`src/rtl/cordic_vector_iter_if.sv`:
```
// rtl/cordic_vector_iter_if.sv - strobe/sample/result bundle for the CORDIC vectoring engine
//
// Signals:
//   iter_start, iter_over : frame strobes from the timing generator
//   x_i, y_i              : signed input sample, captured on iter_start
//   err_clr               : clears the sticky sync_err flag
//   mag_o, phase_o        : magnitude (gain included) and binary-angle phase
//   valid_o               : one-cycle pulse when mag_o/phase_o update
//   sync_err              : sticky strobe-misalignment flag
// Modports: master drives strobes/samples, slave is the engine.
interface cordic_vector_iter_if #(
  parameter int DW = 16
);
  logic                 iter_start;
  logic                 iter_over;
  logic signed [DW-1:0] x_i;
  logic signed [DW-1:0] y_i;
  logic                 err_clr;
  logic        [DW:0]   mag_o;
  logic signed [15:0]   phase_o;
  logic                 valid_o;
  logic                 sync_err;

  modport master (
    output iter_start, iter_over, x_i, y_i, err_clr,
    input  mag_o, phase_o, valid_o, sync_err
  );

  modport slave (
    input  iter_start, iter_over, x_i, y_i, err_clr,
    output mag_o, phase_o, valid_o, sync_err
  );
endinterface

```
`src/rtl/cordic_vector_iter.sv`:
```
// rtl/cordic_vector_iter.sv - iterative CORDIC vectoring engine, one micro-rotation per clock
//
// Ports:
//   clk : system clock
//   rst : asynchronous active-high reset
//   bus : cordic_vector_iter_if.slave (strobes, sample in, magnitude/phase out, sync_err)
// A frame is iter_start, ITER rotation cycles, then iter_over; the result is
// published one edge after iter_over. Misaligned strobes set sync_err.
module cordic_vector_iter #(
  parameter int DW   = 16,
  parameter int ITER = 16
) (
  input  logic                  clk,
  input  logic                  rst,
  cordic_vector_iter_if.slave   bus
);

  localparam int XW = DW + 3;
  localparam int ZW = 17;
  localparam logic [4:0] ITER_L = 5'(ITER);

  typedef enum logic {IDLE, RUN} state_t;

  state_t               state_q;
  logic signed [XW-1:0] x_q, y_q;
  logic signed [ZW-1:0] z_q;
  logic [4:0]           idx_q;
  logic [DW:0]          mag_q;
  logic [15:0]          phase_q;
  logic                 valid_q;
  logic                 err_q;

  // Quadrant fold of the incoming sample (next-state on iter_start).
  logic signed [XW-1:0] xs, ys;
  logic signed [XW-1:0] x_ld_d, y_ld_d;
  logic signed [ZW-1:0] z_ld_d;

  // One micro-rotation of the current vector (next-state in RUN).
  logic signed [XW-1:0] x_sh, y_sh;
  logic signed [ZW-1:0] atan_v;
  logic signed [XW-1:0] x_rot_d, y_rot_d;
  logic signed [ZW-1:0] z_rot_d;

  logic err_set;

  function automatic logic signed [ZW-1:0] atan_rom(input logic [3:0] i);
    case (i)
      4'd0:    atan_rom = 17'sd8192;
      4'd1:    atan_rom = 17'sd4836;
      4'd2:    atan_rom = 17'sd2555;
      4'd3:    atan_rom = 17'sd1297;
      4'd4:    atan_rom = 17'sd651;
      4'd5:    atan_rom = 17'sd326;
      4'd6:    atan_rom = 17'sd163;
      4'd7:    atan_rom = 17'sd81;
      4'd8:    atan_rom = 17'sd41;
      4'd9:    atan_rom = 17'sd20;
      4'd10:   atan_rom = 17'sd10;
      4'd11:   atan_rom = 17'sd5;
      4'd12:   atan_rom = 17'sd3;
      4'd13:   atan_rom = 17'sd1;
      4'd14:   atan_rom = 17'sd1;
      default: atan_rom = 17'sd0;
    endcase
  endfunction

  always_comb begin
    // Widen before negating so that -(-32768) is representable.
    xs = {{3{bus.x_i[DW-1]}}, bus.x_i};
    ys = {{3{bus.y_i[DW-1]}}, bus.y_i};
    if (!bus.x_i[DW-1]) begin
      x_ld_d = xs;
      y_ld_d = ys;
      z_ld_d = '0;
    end else if (!bus.y_i[DW-1]) begin
      // Left half-plane, upper: rotate by -90 deg, pre-load +pi/2.
      x_ld_d = ys;
      y_ld_d = -xs;
      z_ld_d = 17'sd16384;
    end else begin
      // Left half-plane, lower: rotate by +90 deg, pre-load -pi/2.
      x_ld_d = -ys;
      y_ld_d = xs;
      z_ld_d = -17'sd16384;
    end
  end

  always_comb begin
    x_sh   = x_q >>> idx_q[3:0];
    y_sh   = y_q >>> idx_q[3:0];
    atan_v = atan_rom(idx_q[3:0]);
    if (y_q[XW-1]) begin
      // y below axis: rotate counter-clockwise, angle accumulator goes down.
      x_rot_d = x_q - y_sh;
      y_rot_d = y_q + x_sh;
      z_rot_d = z_q - atan_v;
    end else begin
      x_rot_d = x_q + y_sh;
      y_rot_d = y_q - x_sh;
      z_rot_d = z_q + atan_v;
    end
  end

  // Any strobe that does not fit the current frame's progress is an error;
  // a start that coincides with over, or arrives mid-frame, counts too.
  always_comb begin
    err_set = 1'b0;
    if (bus.iter_start) begin
      err_set = (state_q == RUN) || bus.iter_over;
    end else if (bus.iter_over) begin
      err_set = (state_q == IDLE) || (idx_q != ITER_L);
    end
  end

  always_ff @(posedge clk or posedge rst) begin
    if (rst) begin
      state_q <= IDLE;
      x_q     <= '0;
      y_q     <= '0;
      z_q     <= '0;
      idx_q   <= '0;
      mag_q   <= '0;
      phase_q <= '0;
      valid_q <= 1'b0;
      err_q   <= 1'b0;
    end else begin
      valid_q <= 1'b0;

      if (err_set) begin
        err_q <= 1'b1;
      end else if (bus.err_clr) begin
        err_q <= 1'b0;
      end

      if (bus.iter_start) begin
        x_q     <= x_ld_d;
        y_q     <= y_ld_d;
        z_q     <= z_ld_d;
        idx_q   <= '0;
        state_q <= RUN;
      end else begin
        case (state_q)
          IDLE: begin
            state_q <= IDLE;
          end
          RUN: begin
            if (bus.iter_over) begin
              if (idx_q == ITER_L) begin
                mag_q   <= x_q[DW:0];
                // Bit 16 dropped on purpose: +pi and -pi both map to 0x8000.
                phase_q <= z_q[15:0];
                valid_q <= 1'b1;
              end
              state_q <= IDLE;
            end else if (idx_q != ITER_L) begin
              x_q   <= x_rot_d;
              y_q   <= y_rot_d;
              z_q   <= z_rot_d;
              idx_q <= idx_q + 5'd1;
            end
          end
          default: state_q <= IDLE;
        endcase
      end
    end
  end

  assign bus.mag_o    = mag_q;
  assign bus.phase_o  = phase_q;
  assign bus.valid_o  = valid_q;
  assign bus.sync_err = err_q;

endmodule

```
`src/flat_wrapper.sv`:
```
// flat-port wrapper written by rule: the top's interface ports become plain ports
module cordic_vector_iter_flat 
#(
  parameter int DW   = 16,
  parameter int ITER = 16
)
  (clk, rst, bus_iter_start, bus_iter_over, bus_x_i, bus_y_i, bus_err_clr, bus_mag_o, bus_phase_o, bus_valid_o, bus_sync_err);
  cordic_vector_iter_if #(.DW(DW)) bus_i ();
  input  logic clk;
  input  logic rst;
  input wire logic [$bits(bus_i.iter_start)-1:0] bus_iter_start;
  input wire logic [$bits(bus_i.iter_over)-1:0] bus_iter_over;
  input wire logic [$bits(bus_i.x_i)-1:0] bus_x_i;
  input wire logic [$bits(bus_i.y_i)-1:0] bus_y_i;
  input wire logic [$bits(bus_i.err_clr)-1:0] bus_err_clr;
  output wire logic [$bits(bus_i.mag_o)-1:0] bus_mag_o;
  output wire logic [$bits(bus_i.phase_o)-1:0] bus_phase_o;
  output wire logic [$bits(bus_i.valid_o)-1:0] bus_valid_o;
  output wire logic [$bits(bus_i.sync_err)-1:0] bus_sync_err;
  assign bus_i.iter_start = bus_iter_start;
  assign bus_i.iter_over = bus_iter_over;
  assign bus_i.x_i = bus_x_i;
  assign bus_i.y_i = bus_y_i;
  assign bus_i.err_clr = bus_err_clr;
  assign bus_mag_o = bus_i.mag_o;
  assign bus_phase_o = bus_i.phase_o;
  assign bus_valid_o = bus_i.valid_o;
  assign bus_sync_err = bus_i.sync_err;
  cordic_vector_iter #(.DW(DW), .ITER(ITER)) u_core (.clk(clk), .rst(rst), .bus(bus_i));
endmodule
```
`config.mk`:
```
export PLATFORM = sky130hd
export DESIGN_NAME = cordic_vector_iter_flat
export DESIGN_NICKNAME = d
export VERILOG_FILES = /design/src/rtl/cordic_vector_iter_if.sv /design/src/rtl/cordic_vector_iter.sv /design/src/flat_wrapper.sv
export SDC_FILE = /design/constraint.sdc
export NUM_CORES = 1
export LEC_CHECK = 0
export ABC_AREA = 1
export BUFFER_PORTS_ARGS = -buffer_cell sky130_fd_sc_hd__buf_4
export CAP_MARGIN = 20
export CORE_ASPECT_RATIO = 0.75
export CORE_MARGIN = 2
export CORE_UTILIZATION = 67
export DETAILED_ROUTE_END_ITERATION = 10
export PLACE_DENSITY = 0.87
export SLEW_MARGIN = 0
export SYNTH_ARGS = -nofsm -noshare
export SYNTH_HDL_FRONTEND = slang
export SYNTH_SLANG_ARGS = --single-unit
```
`constraint.sdc`:
```
create_clock -name clk -period 9.9 [get_ports clk]
set_clock_uncertainty 0.15 [all_clocks]
set_input_delay 0.99 -clock clk [delete_from_list [all_inputs] [get_ports clk]]
set_output_delay 0.99 -clock clk [all_outputs]
set_load 0.01 [all_outputs]
```
==> results of run 1 <==
[worst paths after layout]
check / depth (start not counted) / end / slack [ps] / start
min reg2reg: 1 / u_core.bus.phase_o[2]$_DFFE_PP0P_ / 360 / u_core.bus.phase_o[2]$_DFFE_PP0P_
min in group asynchronous: 2 / u_core.bus.phase_o[12]$_DFFE_PP0P_ / 420 / rst
max: 9 / u_core.y_q[16]$_DFFE_PP0P_ / 4440 / bus_iter_start
max in group asynchronous: 3 / u_core.y_q[5]$_DFFE_PP0P_ / 7930 / rst
max reg2reg: 12 / u_core.y_q[16]$_DFFE_PP0P_ / 4670 / u_core.idx_q[0]$_DFFE_PP0P_
min: 1 / u_core.bus.phase_o[2]$_DFFE_PP0P_ / 360 / u_core.bus.phase_o[2]$_DFFE_PP0P_
[sequential cells by signal, indices dropped and copies added (netlist names)]
name,flops
u_core.x_q,19
u_core.bus.phase_o,16
u_core.idx_q,5
u_core.bus.mag_o,17
u_core.z_q,16
u_core.bus.sync_err,1
u_core.state_q,1
u_core.bus.valid_o,1
u_core.y_q,19
[metrics by stage]
stage	hold slack, ps	total power [mW]	area, sq um
floorplan	322	3.14	10300
global placement	341	3.90	10800
detailed placement	347	3.98	10800
CTS	364	4.36	11100
global route	379	4.90	11100
finish	364	4.49	11100
[cell families after synthesis]
| family | after synthesis | share of synthesized area [%] |
|---|---|---|
| AOI/OAI and AO/OA | 356 | 19.5 |
| xor gates and xnor gates | 59 | 5.00 |
| adders and majority gates | 67 | 8.34 |
| buffers and inverters | 214 | 8.84 |
| DFF | 95 | 23.0 |
| muxes | 20 | 2.18 |
| and+or+nand+nor | 787 | 33.1 |
[synthesized netlist by cell type, drive strengths merged]
| cell | instances | area share, % |
|---|---|---|
| a211oi | 3 | 0.22 |
| a21boi | 6 | 0.47 |
| a21o | 4 | 0.29 |
| a21oi | 138 | 6.7 |
| a22o | 1 | 0.085 |
| a22oi | 2 | 0.15 |
| a31o | 1 | 0.085 |
| a31oi | 21 | 1.3 |
| a32o | 2 | 0.19 |
| a32oi | 1 | 0.085 |
| a41oi | 2 | 0.17 |
| and3 | 1 | 0.061 |
| buf | 46 | 2.7 |
| clkbuf | 23 | 0.84 |
| dfrtp | 95 | 23 |
| fa | 3 | 0.58 |
| ha | 64 | 7.8 |
| inv | 145 | 5.3 |
| mux2 | 20 | 2.2 |
| nand2 | 428 | 16 |
| nand3 | 178 | 8.9 |
| nand3b | 5 | 0.36 |
| nand4 | 15 | 0.91 |
| nor2 | 133 | 5.3 |
| nor3 | 14 | 0.73 |
| nor3b | 3 | 0.22 |
| nor4 | 1 | 0.061 |
| o2111ai | 2 | 0.17 |
| o211a | 1 | 0.097 |
| o211ai | 13 | 0.94 |
| o21a | 1 | 0.073 |
| o21ai | 133 | 6.6 |
| o21bai | 2 | 0.15 |
| o221ai | 8 | 0.68 |
| o22ai | 7 | 0.42 |
| o2bb2ai | 1 | 0.085 |
| o31ai | 6 | 0.57 |
| o41ai | 1 | 0.085 |
| or2 | 9 | 0.55 |
| xnor2 | 16 | 1.4 |
| xor2 | 43 | 3.6 |
[layer usage]
layer	wire [microns]	share of wire, %	GRT usage (%)	vias up
li1	-	-	-	5435
met1	14000	43	59.8	5264
met2	13100	40	56.9	720
met3	4500	14	10.9	69
met4	933	2.9	11.7	0
met5	0	0	0	-
[placed cells by master, fill, tap and decap left out, drive strengths merged, types with 7 or more instances in the layout]
| cell | instances |
|---|---|
| mux2 | 20 |
| nor2 | 133 |
| o221ai | 8 |
| a21oi | 138 |
| nand2 | 428 |
| ha | 64 |
| o21ai | 133 |
| o22ai | 7 |
| nand4 | 15 |
| nand3 | 178 |
| a31oi | 21 |
| xnor2 | 16 |
| or2 | 9 |
| clkbuf | 9 |
| o211ai | 13 |
| buf | 79 |
| dfrtp | 95 |
| nor3 | 14 |
| inv | 146 |
| xor2 | 43 |
[cell type report]
| type | count | area, sq um |
|---|---|---|
| Tap cell | 205 | 256 |
| Fill cell | 1305 | 4040 |
| Inverter | 145 | 552 |
| Clock inverter | 7 | 91.3 |
| Timing Repair Buffer | 79 | 593 |
| Multi-Input combinational cell | 1289 | 7040 |
| Sequential cell | 95 | 2380 |
| Clock buffer | 9 | 225 |
[power by group through the flow]
stage | clock network, mW | logic, mW | registers (mW)
floorplan | 0 | 2.55 | 0.586
global placement | 0 | 3.24 | 0.665
detailed placement | 0 | 3.31 | 0.670
CTS | 0.361 | 3.33 | 0.662
global route | 0.377 | 3.84 | 0.683
finish | 0.360 | 3.45 | 0.678
==> impl_metrics.py, run 1 <==
metrics = {
    "drt": {
        "drt_wl_total_microns": 32600,
        "drtIter0Drc": 1566,
        "wire_per_inst_microns": 17.8,
        "drtAntennaViolNets": 0,
        "viasPerCell": 6.28,
        "first_pass_iters": 6,
        "via_count": 11488,
        "remaining_drc_errors": 0,
    },
    "power": {
        "swShare_pct": 58.5,
        "power_frac_clock_pct": 8.0,
        "power_switching_mw": 2.63,
        "p_int_mw": 1.86,
        "seqPwrFrac_pct": 15.1,
        "p_leak_nw": 5.69,
        "power_frac_comb_pct": 76.9,
        "ir_drop_uv": 241,
        "powerDensity_nw_per_um2": 403,
    },
    "placement": {
        "io_buffers": 71,
        "dp.cells": 1813,
        "place_congestion": 1.01,
        "place_hpwl_microns": 24900,
        "place_ws_ps": 4300,
    },
    "synth": {
        "syn_nets": 1702,
        "seq_area_frac_synth_pct": 23.0,
        "avgSynthCellArea_sq_um": 6.46,
        "syn_inst": 1598,
        "ys_types": 57,
        "yosys_register_bits": 95,
        "syn_area_sq_um": 10300,
        "ys_warn_count": 0,
    },
    "final_layout": {
        "fin_util_pct": 73.4,
        "layout.cells.non_filler": 1829,
        "drive_gt1_share_pct": 10.7,
        "nets": 1723,
        "area_growth_pct": 7.86,
        "diodes": 0,
    },
    "worst_setup_path": {
        "worstPathArrival_ps": 5570,
        "crit_path_end_kind": "register",
        "path_delay_family": "buffers and inverters",
        "crit_path_max_incr_delay_ps": 930,
        "critical_path_class": "in -> reg",
        "path_buf_inv": 4,
        "crit_chain": "buf_4 > inv_1 > o21ai_0 > nand2_2 > inv_2 > nand2_1 > inv_1 > nand2_1 > o21ai_0",
        "crit_slowest_cell": "inv_2",
        "cp-start-kind": "input port",
        "required_ps": 10010,
        "crit_fanout": 55,
    },
    "global_routing": {
        "grt_usage_pct": 40.1,
        "grt_pass1_wl_microns": 52700,
        "grt-ovfl-total": 0,
        "grt_max_degree": 74,
        "antenna_found_initial": 0,
        "grt_pass1_vias": 10230,
    },
    "floorplanning": {
        "die_h_microns": 112,
        "dieArea_sq_um": 16400,
        "core_area_sq_um": 15200,
        "ios": 72,
        "die_w_microns": 147,
        "rows": 39,
        "start_util_pct": 68.1,
    },
    "sta": {
        "rsz0062_at_grt": "false",
        "finalSetupViolCount": 0,
        "hold_violations": 0,
        "finalCritPeriodShare_pct": 55.1,
        "max_freq_mhz": 183,
        "fin_ws_ps": 4440,
        "tightest_slew_ps": 988,
        "slew_viol_final": 0,
        "finalSetupTns_ps": 0,
        "fin_crit_ps": 5460,
        "slew_headroom_pct": 34.2,
    },
    "clock_tree": {
        "htree_levels": 3,
        "cts_sinks": 95,
        "clk_pin_slew_worst_paths_ps": 70,
        "cts_setup_buffers": 0,
        "cts_buffers": 9,
        "clk_path_buf_depth": 2,
        "root_buffer": "clkbuf_16",
        "cts_tree": "built",
        "postCtsHoldBufs": 0,
        "ctsResizeCount": 0,
        "clkLatencyLatePin_ps": 360,
    },
    "run": {
        "maxCapViolCount": 0,
    },
    "status": {
        "outcome": "complete, no violations",
    },
    "min_path": {
        "hold_path.class": "reg -> reg",
    },
}
(Power assumes the default switching activity.)
==> run 2, diff against run 1 <==
- ABC_AREA: 1 -> 0
- CORE_UTILIZATION: 67 -> 57
- PLACE_DENSITY: 0.87 -> 0.79
- clock period: 9.9 -> 4.8 ns (I/O delays scaled with it)
==> run 2 against run 1 <==
Compared with the run above: the flow now finishes with violations (negative setup slack); hold slack got worse by 230 ps; critical path type is now reg -> reg; die area rose by 17%; area after synthesis barely moved; cell count fell by 6.6%; via count fell by 4.0%; clock-buffer cell count did not move; sequential cell count did not move; first-iteration DRC count fell by 13%; routed wire length rose by 8.1%.
==> impl_metrics.py, run 2 <==
metrics = {
    "floorplanning": {
        "start_util_pct": 58.3,
        "rows": 42,
        "dieArea_sq_um": 19200,
        "die_h_microns": 121,
        "ios": 72,
        "die_w_microns": 159,
        "core_area_sq_um": 17700,
    },
    "worst_setup_path": {
        "cp-start-kind": "register",
        "critical_path_class": "reg -> reg",
        "cp.depth": 21,
        "r2r_setup_slack_ps": -120,
        "r2r-start": "u_core.idx_q[1]$_DFFE_PP0P_",
        "crit_slowest_cell": "mux4_2",
        "crit_chain": "buf_12 > buf_12 > mux2_4 > mux4_2 > nor2_4 > a31oi_4 > nor4_2 > buf_4 > and4_1 > and2_1 > buf_4 > a21oi_1 > xor2_1 > ha_1 > o211ai_1 > nor2_1 > a221oi_4 > a211oi_2 > or3_1 > mux2i_1 > a211o_1",
        "crit_path_end_kind": "register",
        "worstRegToRegCells": 21,
        "required_ps": 4900,
        "crit_end": "u_core.y_q[18]$_DFFE_PP0P_",
        "worstPathArrival_ps": 5020,
        "crit_fanout": 6,
        "path_delay_family": "simple AND/OR/NAND/NOR gates",
        "path_buf_inv": 4,
        "reg2reg_to": "u_core.y_q[18]$_DFFE_PP0P_",
        "startpoint": "u_core.idx_q[1]$_DFFE_PP0P_",
        "crit_path_max_incr_delay_ps": 520,
    },
    "drt": {
        "drtIter0Drc": 1364,
        "via_count": 11032,
        "wire_per_inst_microns": 20.6,
        "drt_wl_total_microns": 35200,
        "first_pass_iters": 6,
        "remaining_drc_errors": 0,
        "viasPerCell": 6.46,
        "drtAntennaViolNets": 0,
    },
    "sta": {
        "finalSetupViolCount": 6,
        "hold_violations": 0,
        "slew_viol_final": 0,
        "finalSetupTns_ps": -452,
        "finalCritPeriodShare_pct": 102,
        "max_freq_mhz": 203,
        "tightest_slew_ps": 1070,
        "rsz0062_at_grt": "true",
        "slew_headroom_pct": 28.9,
        "fin_ws_ps": -119,
        "fin_crit_ps": 4920,
    },
    "synth": {
        "syn_inst": 1292,
        "yosys_register_bits": 95,
        "async_flop_share_pct": 100,
        "ys_types": 80,
        "seq_area_frac_synth_pct": 23.0,
        "synthFlopType": "dfrtp_1",
        "synth_edf_count": 0,
        "yosysTopAreaCell": "dfrtp_1",
        "ys_warn_count": 0,
        "yosysMostFrequentCell": "nand2_1",
        "syn_nets": 1396,
        "avgSynthCellArea_sq_um": 7.99,
        "yosys.area.top_type_share_pct": 23.0,
        "syn_area_sq_um": 10300,
        "synth_area_leaders": "dfrtp_1, mux4_2, nand2_1, ha_1, a21oi_1",
        "synth_commonest_cells": "nand2_1, nor2_1, a21oi_1",
    },
    "final_layout": {
        "nets": 1564,
        "final_cell_mix": "buf_4, nand2_1, nor2_1",
        "final_common_cell": "buf_4",
        "area_growth_pct": 26.5,
        "stdcell_area_sq_um": 13100,
        "drive_gt1_share_pct": 28.5,
        "fillers": 1300,
    },
    "clock_tree": {
        "cts_buffers": 9,
        "clk_path_buf_depth": 2,
        "postCtsHoldBufs": 0,
        "root_buffer": "clkbuf_16",
        "htree_levels": 3,
        "cts_tree": "built",
        "cts_sinks": 95,
        "clkLatencyLatePin_ps": 370,
        "clk_pin_slew_worst_paths_ps": 90,
    },
    "status": {
        "violations": "negative setup slack",
        "outcome": "complete, but fails checks",
    },
    "power": {
        "swShare_pct": 48.6,
        "seqPwrFrac_pct": 13.7,
        "ir_drop_uv": 448,
        "power_frac_comb_pct": 77.5,
        "powerDensity_nw_per_um2": 674,
        "p_leak_nw": 5.77,
        "power_switching_mw": 4.28,
        "power_frac_clock_pct": 8.8,
        "p_int_mw": 4.53,
    },
    "global_routing": {
        "grt_pass1_wl_microns": 52800,
        "grt_pass1_vias": 9753,
        "antenna_found_initial": 2,
        "grt-ovfl-total": 0,
        "grt_usage_pct": 35.2,
        "grt_max_degree": 71,
    },
    "run": {
        "maxCapViolCount": 0,
    },
    "min_path": {
        "hold_path.class": "in -> async",
    },
    "placement": {
        "place_hpwl_microns": 25300,
        "placed_area_sq_um": 11900,
        "io_buffers": 71,
        "place_congestion": 1.02,
    },
}
run 2: worst min path at each step:
stage / start / to / slack [ps] / cells after the start
floorplan: u_core.z_q[14]$_DFFE_PP0P_ / u_core.bus.phase_o[14]$_DFFE_PP0P_ / 310 / 2
global placement: u_core.bus.phase_o[11]$_DFFE_PP0P_ / u_core.bus.phase_o[11]$_DFFE_PP0P_ / 310 / 2
detailed placement: u_core.bus.mag_o[12]$_DFFE_PP0P_ / u_core.bus.mag_o[12]$_DFFE_PP0P_ / 310 / 2
CTS: rst / u_core.bus.phase_o[15]$_DFFE_PP0P_ / 180 / 2
global route: rst / u_core.bus.mag_o[1]$_DFFE_PP0P_ / 220 / 2
finish: rst / u_core.bus.phase_o[15]$_DFFE_PP0P_ / 140 / 2
run 2: routing by layer:
metal | vias to the layer above | share of wire (%) | global-route usage [%]
met5 | - | 0 | 0
met4 | 0 | 3.4 | 13.3
met3 | 98 | 13 | 10.2
met2 | 673 | 42 | 48.8
met1 | 5233 | 42 | 51.6
li1 | 5028 | - | -
run 2: cell families (layout without fill, tap and decap cells):
group           count (synthesis)  in the layout  share of synthesized area [%]
other cells                     0              1                              0
compound gates                351            351                           21.7
xor+xnor                       93             93                           7.89
mux                            80             80                           12.6
buf+inv                       120            293                           4.91
simple gates                  486            486                           21.5
flops                          95             95                           23.0
fa+ha+maj                      67             67                           8.34
run 2: through the flow:
step                      worst slack (ps)  utilization (%)  std cells  hold slack [ps]  power (mW)
after floorplan                       -103                -       1292              309        5.05
after global placement               -69.1             67.3       1657              308        6.74
after detailed placement              -165             67.3       1657              313        6.85
after CTS                            -28.3             69.4       1674              182        7.73
after global routing                  -297             73.7       1707              217        9.36
final                                 -119             73.8       1708              135        8.80
run 2: power groups by stage:
stage          sequential (mW)  combinational (mW)  clock [mW]
6_report                  1.21                6.82       0.774
5_1_grt                   1.21                7.34       0.804
4_1_cts                   1.19                5.77       0.773
3_5_place_dp              1.20                5.65           0
3_3_place_gp              1.20                5.54           0
2_1_floorplan             1.14                3.91           0
run 2: what timing repair did:
action                     CTS  global route
cloned                       0             1
pin swaps                    6            46
setup buffers                1            32
setup endpoints to repair   10            23
resized for setup           14           111
run 2: worst register-to-register path, stage by stage (launching register included):
cell	delay (ps)
dfrtp_2	450
buf_12	140
buf_12	130
mux2_4	290
mux4_2	520
nor2_4	120
a31oi_4	50
nor4_2	350
buf_4	170
and4_1	280
and2_1	180
buf_4	120
a21oi_1	60
xor2_1	160
ha_1	410
o211ai_1	150
nor2_1	240
a221oi_4	110
a211oi_2	250
or3_1	130
mux2i_1	60
a211o_1	270
run 2: cell type report:
type | count | area [sq um] | area share [%]
sequential | 95 | 2380 | 18.2
antenna | 1 | 2.50 | 0.0192
tap | 242 | 303 | 2.32
inverter | 40 | 156 | 1.20
multi-input combinational | 1077 | 8010 | 61.3
timing repair buffer | 237 | 1900 | 14.6
clock inverter | 7 | 86.3 | 0.661
clock buffer | 9 | 225 | 1.72
==> run 3, diff against run 2 <==
- CELL_PAD_IN_SITES_DETAIL_PLACEMENT: default -> 1
- CELL_PAD_IN_SITES_GLOBAL_PLACEMENT: default -> 2
- CORE_UTILIZATION: 57 -> 34
- MAX_ROUTING_LAYER: default -> met4
- PLACE_DENSITY: 0.79 -> default
- PLACE_DENSITY_LB_ADDON: default -> 0.1
==> run 3 against run 2 <==
Compared with the run above: the run ends with negative hold slack, negative setup slack left; via count about the same; register-to-register slack improved by 30 ps; clock power increased by 3.1%; combinational power increased by 12%; sequential power about the same; maximum frequency increased by 0.54%; clock-buffer cell count unchanged; critical endpoint unchanged.
==> impl_metrics.py, run 3 (same netlist as run 2, synthesis figures left out) <==
metrics = {
    "clock_tree": {
        "postCtsHoldBufs": 0,
        "clk_pin_slew_worst_paths_ps": 90,
        "cts_tree": "built",
        "clkLatencyLatePin_ps": 380,
        "clk_path_buf_depth": 2,
        "root_buffer": "clkbuf_16",
        "cts_buffers": 9,
        "cts_sinks": 95,
        "htree_levels": 3,
    },
    "final_layout": {
        "multi_input_area_sq_um": 8130,
        "area_growth_pct": 36.0,
        "stdcell_area_sq_um": 14000,
        "fin_util_pct": 46.8,
        "fillers": 3683,
        "diodes": 0,
        "final_cell_mix": "buf_4, nand2_1, nor2_1",
        "final_common_cell": "buf_4",
        "nets": 1655,
        "drive_gt1_share_pct": 34.4,
        "final-seq-area_sq_um": 2380,
    },
    "drt": {
        "first_pass_iters": 5,
        "viasPerCell": 5.64,
        "wire_per_inst_microns": 22.3,
        "via_count": 11031,
        "drtAntennaViolNets": 0,
        "drt_wl_total_microns": 43600,
        "drtIter0Drc": 748,
        "remaining_drc_errors": 0,
    },
    "floorplanning": {
        "die_w_microns": 205,
        "ios": 72,
        "die_h_microns": 155,
        "start_util_pct": 34.4,
        "dieArea_sq_um": 31800,
        "core_area_sq_um": 30000,
        "rows": 55,
    },
    "power": {
        "p_leak_nw": 6.22,
        "powerDensity_nw_per_um2": 686,
        "seqPwrFrac_pct": 12.5,
        "power_frac_clock_pct": 8.3,
        "power_switching_mw": 4.62,
        "swShare_pct": 47.9,
        "power_frac_comb_pct": 79.2,
        "p_int_mw": 5.02,
        "ir_drop_uv": 402,
    },
    "worst_setup_path": {
        "worstPathArrival_ps": 5070,
        "cp-start-kind": "register",
        "critical_path_class": "reg -> reg",
        "required_ps": 4970,
        "crit_fanout": 10,
        "crit_path_end_kind": "register",
    },
    "sta": {
        "fin_ws_ps": -92.4,
        "finalSetupViolCount": 3,
        "max_freq_mhz": 204,
        "finalCritPeriodShare_pct": 102,
        "finalSetupTns_ps": -129,
        "tightest_slew_ps": 915,
        "slew_viol_final": 0,
        "slew_headroom_pct": 38.7,
        "rsz0062_at_grt": "true",
        "hold_violations": 11,
        "whs_ps": -7.08,
        "fin_crit_ps": 4890,
    },
    "run": {
        "maxCapViolCount": 0,
    },
    "global_routing": {
        "grt_max_degree": 73,
        "antenna_found_initial": 0,
        "grt-ovfl-total": 0,
        "grt_pass1_vias": 10920,
        "grt_pass1_wl_microns": 66500,
        "grt_usage_pct": 28.3,
    },
    "placement": {
        "io_buffers": 71,
        "place_ws_ps": -318,
        "placed_area_sq_um": 12800,
        "place_congestion": 0.943,
        "place_hpwl_microns": 33100,
    },
    "status": {
        "outcome": "complete, but fails checks",
        "violations": "negative hold slack, negative setup slack",
    },
    "min_path": {
        "hold_path.class": "in -> async",
    },
}
## run 3: changes by cell type in the layout (fill, tap and decap cells not counted), moves of 3 or more
cell     delta
nand2_1     -4
o21ai_1     +3
xnor2_2     +3
xnor2_1     -3
nor2_2      +3
nand2_2     +3
o21ai_0     -5
ha_1        -3
buf_4      +92
nor2_1      -5
## run 3: per-stage QoR
stage / std cells / total power, mW
3_5_place_dp: 1904 / 7.74
6_report: 1955 / 9.64
5_1_grt: 1955 / 10.4
2_1_floorplan: 1292 / 5.05
3_3_place_gp: 1904 / 7.64
4_1_cts: 1934 / 9.07
## run 3: timing repair
action                                  in CTS  in global routing
pin swaps                                   44                 65
endpoints found under the hold margin        0                  0
resized for setup                           71                 93
buffers inserted                            14                 20
gates cloned                                 0                  1
endpoints found under the setup margin      18                 24
## run 3: worst max-delay path: stages, from the launching register on
cell      delay, ps
dfrtp_2         490
buf_12          180
mux2i_1         170
o221ai_1        330
nor2_1          110
a211oi_2        270
inv_1           120
ha_4            190
buf_6           120
buf_4           120
nor2_1          140
xor2_1          200
ha_1            280
a211oi_2        270
o21ai_1         150
a31o_2          290
a21o_2          250
a221oi_4        280
a211oi_2        120
or3_1           350
mux2i_1         140
a211o_1         110
## run 3: cell type report
class | count | share of cell area [%]
clock inverter | 7 | 0.579
clock buffer | 9 | 1.60
timing repair buffer | 328 | 18.3
inverter | 40 | 1.11
tap | 399 | 3.55
multi-input combinational | 1077 | 57.9
sequential | 95 | 17.0
## run 3: path summary, 6_finish.rpt
path | cells past startpoint | start | end | slack (ps)
max | 21 | u_core.idx_q[0]$_DFFE_PP0P_ | u_core.y_q[18]$_DFFE_PP0P_ | -90
min | 2 | rst | u_core.bus.phase_o[1]$_DFFE_PP0P_ | -7
max reg2reg | 21 | u_core.idx_q[0]$_DFFE_PP0P_ | u_core.y_q[18]$_DFFE_PP0P_ | -90
min reg2reg | 2 | u_core.bus.phase_o[6]$_DFFE_PP0P_ | u_core.bus.phase_o[6]$_DFFE_PP0P_ | 330
max in group asynchronous | 3 | rst | u_core.idx_q[3]$_DFFE_PP0P_ | 3710
min in group clk | 2 | bus_iter_over | u_core.bus.sync_err$_DFFE_PP0P_ | 200
## run 3: layer usage
layer	up-vias	track usage (%)	wire length, microns
met5	-	-	0
met4	0	3.63	359
met3	25	4.44	2670
met2	297	39.3	18100
met1	5519	43.8	22400
li1	5190	-	-
## run 3: power groups by stage
stage	Sequential [mW]	Clock [mW]	Combinational (mW)
after CTS	1.19	0.821	7.05
final	1.21	0.798	7.64
after global routing	1.22	0.844	8.31
after detailed placement	1.21	0	6.54
after global placement	1.21	0	6.43
after floorplan	1.14	0	3.91
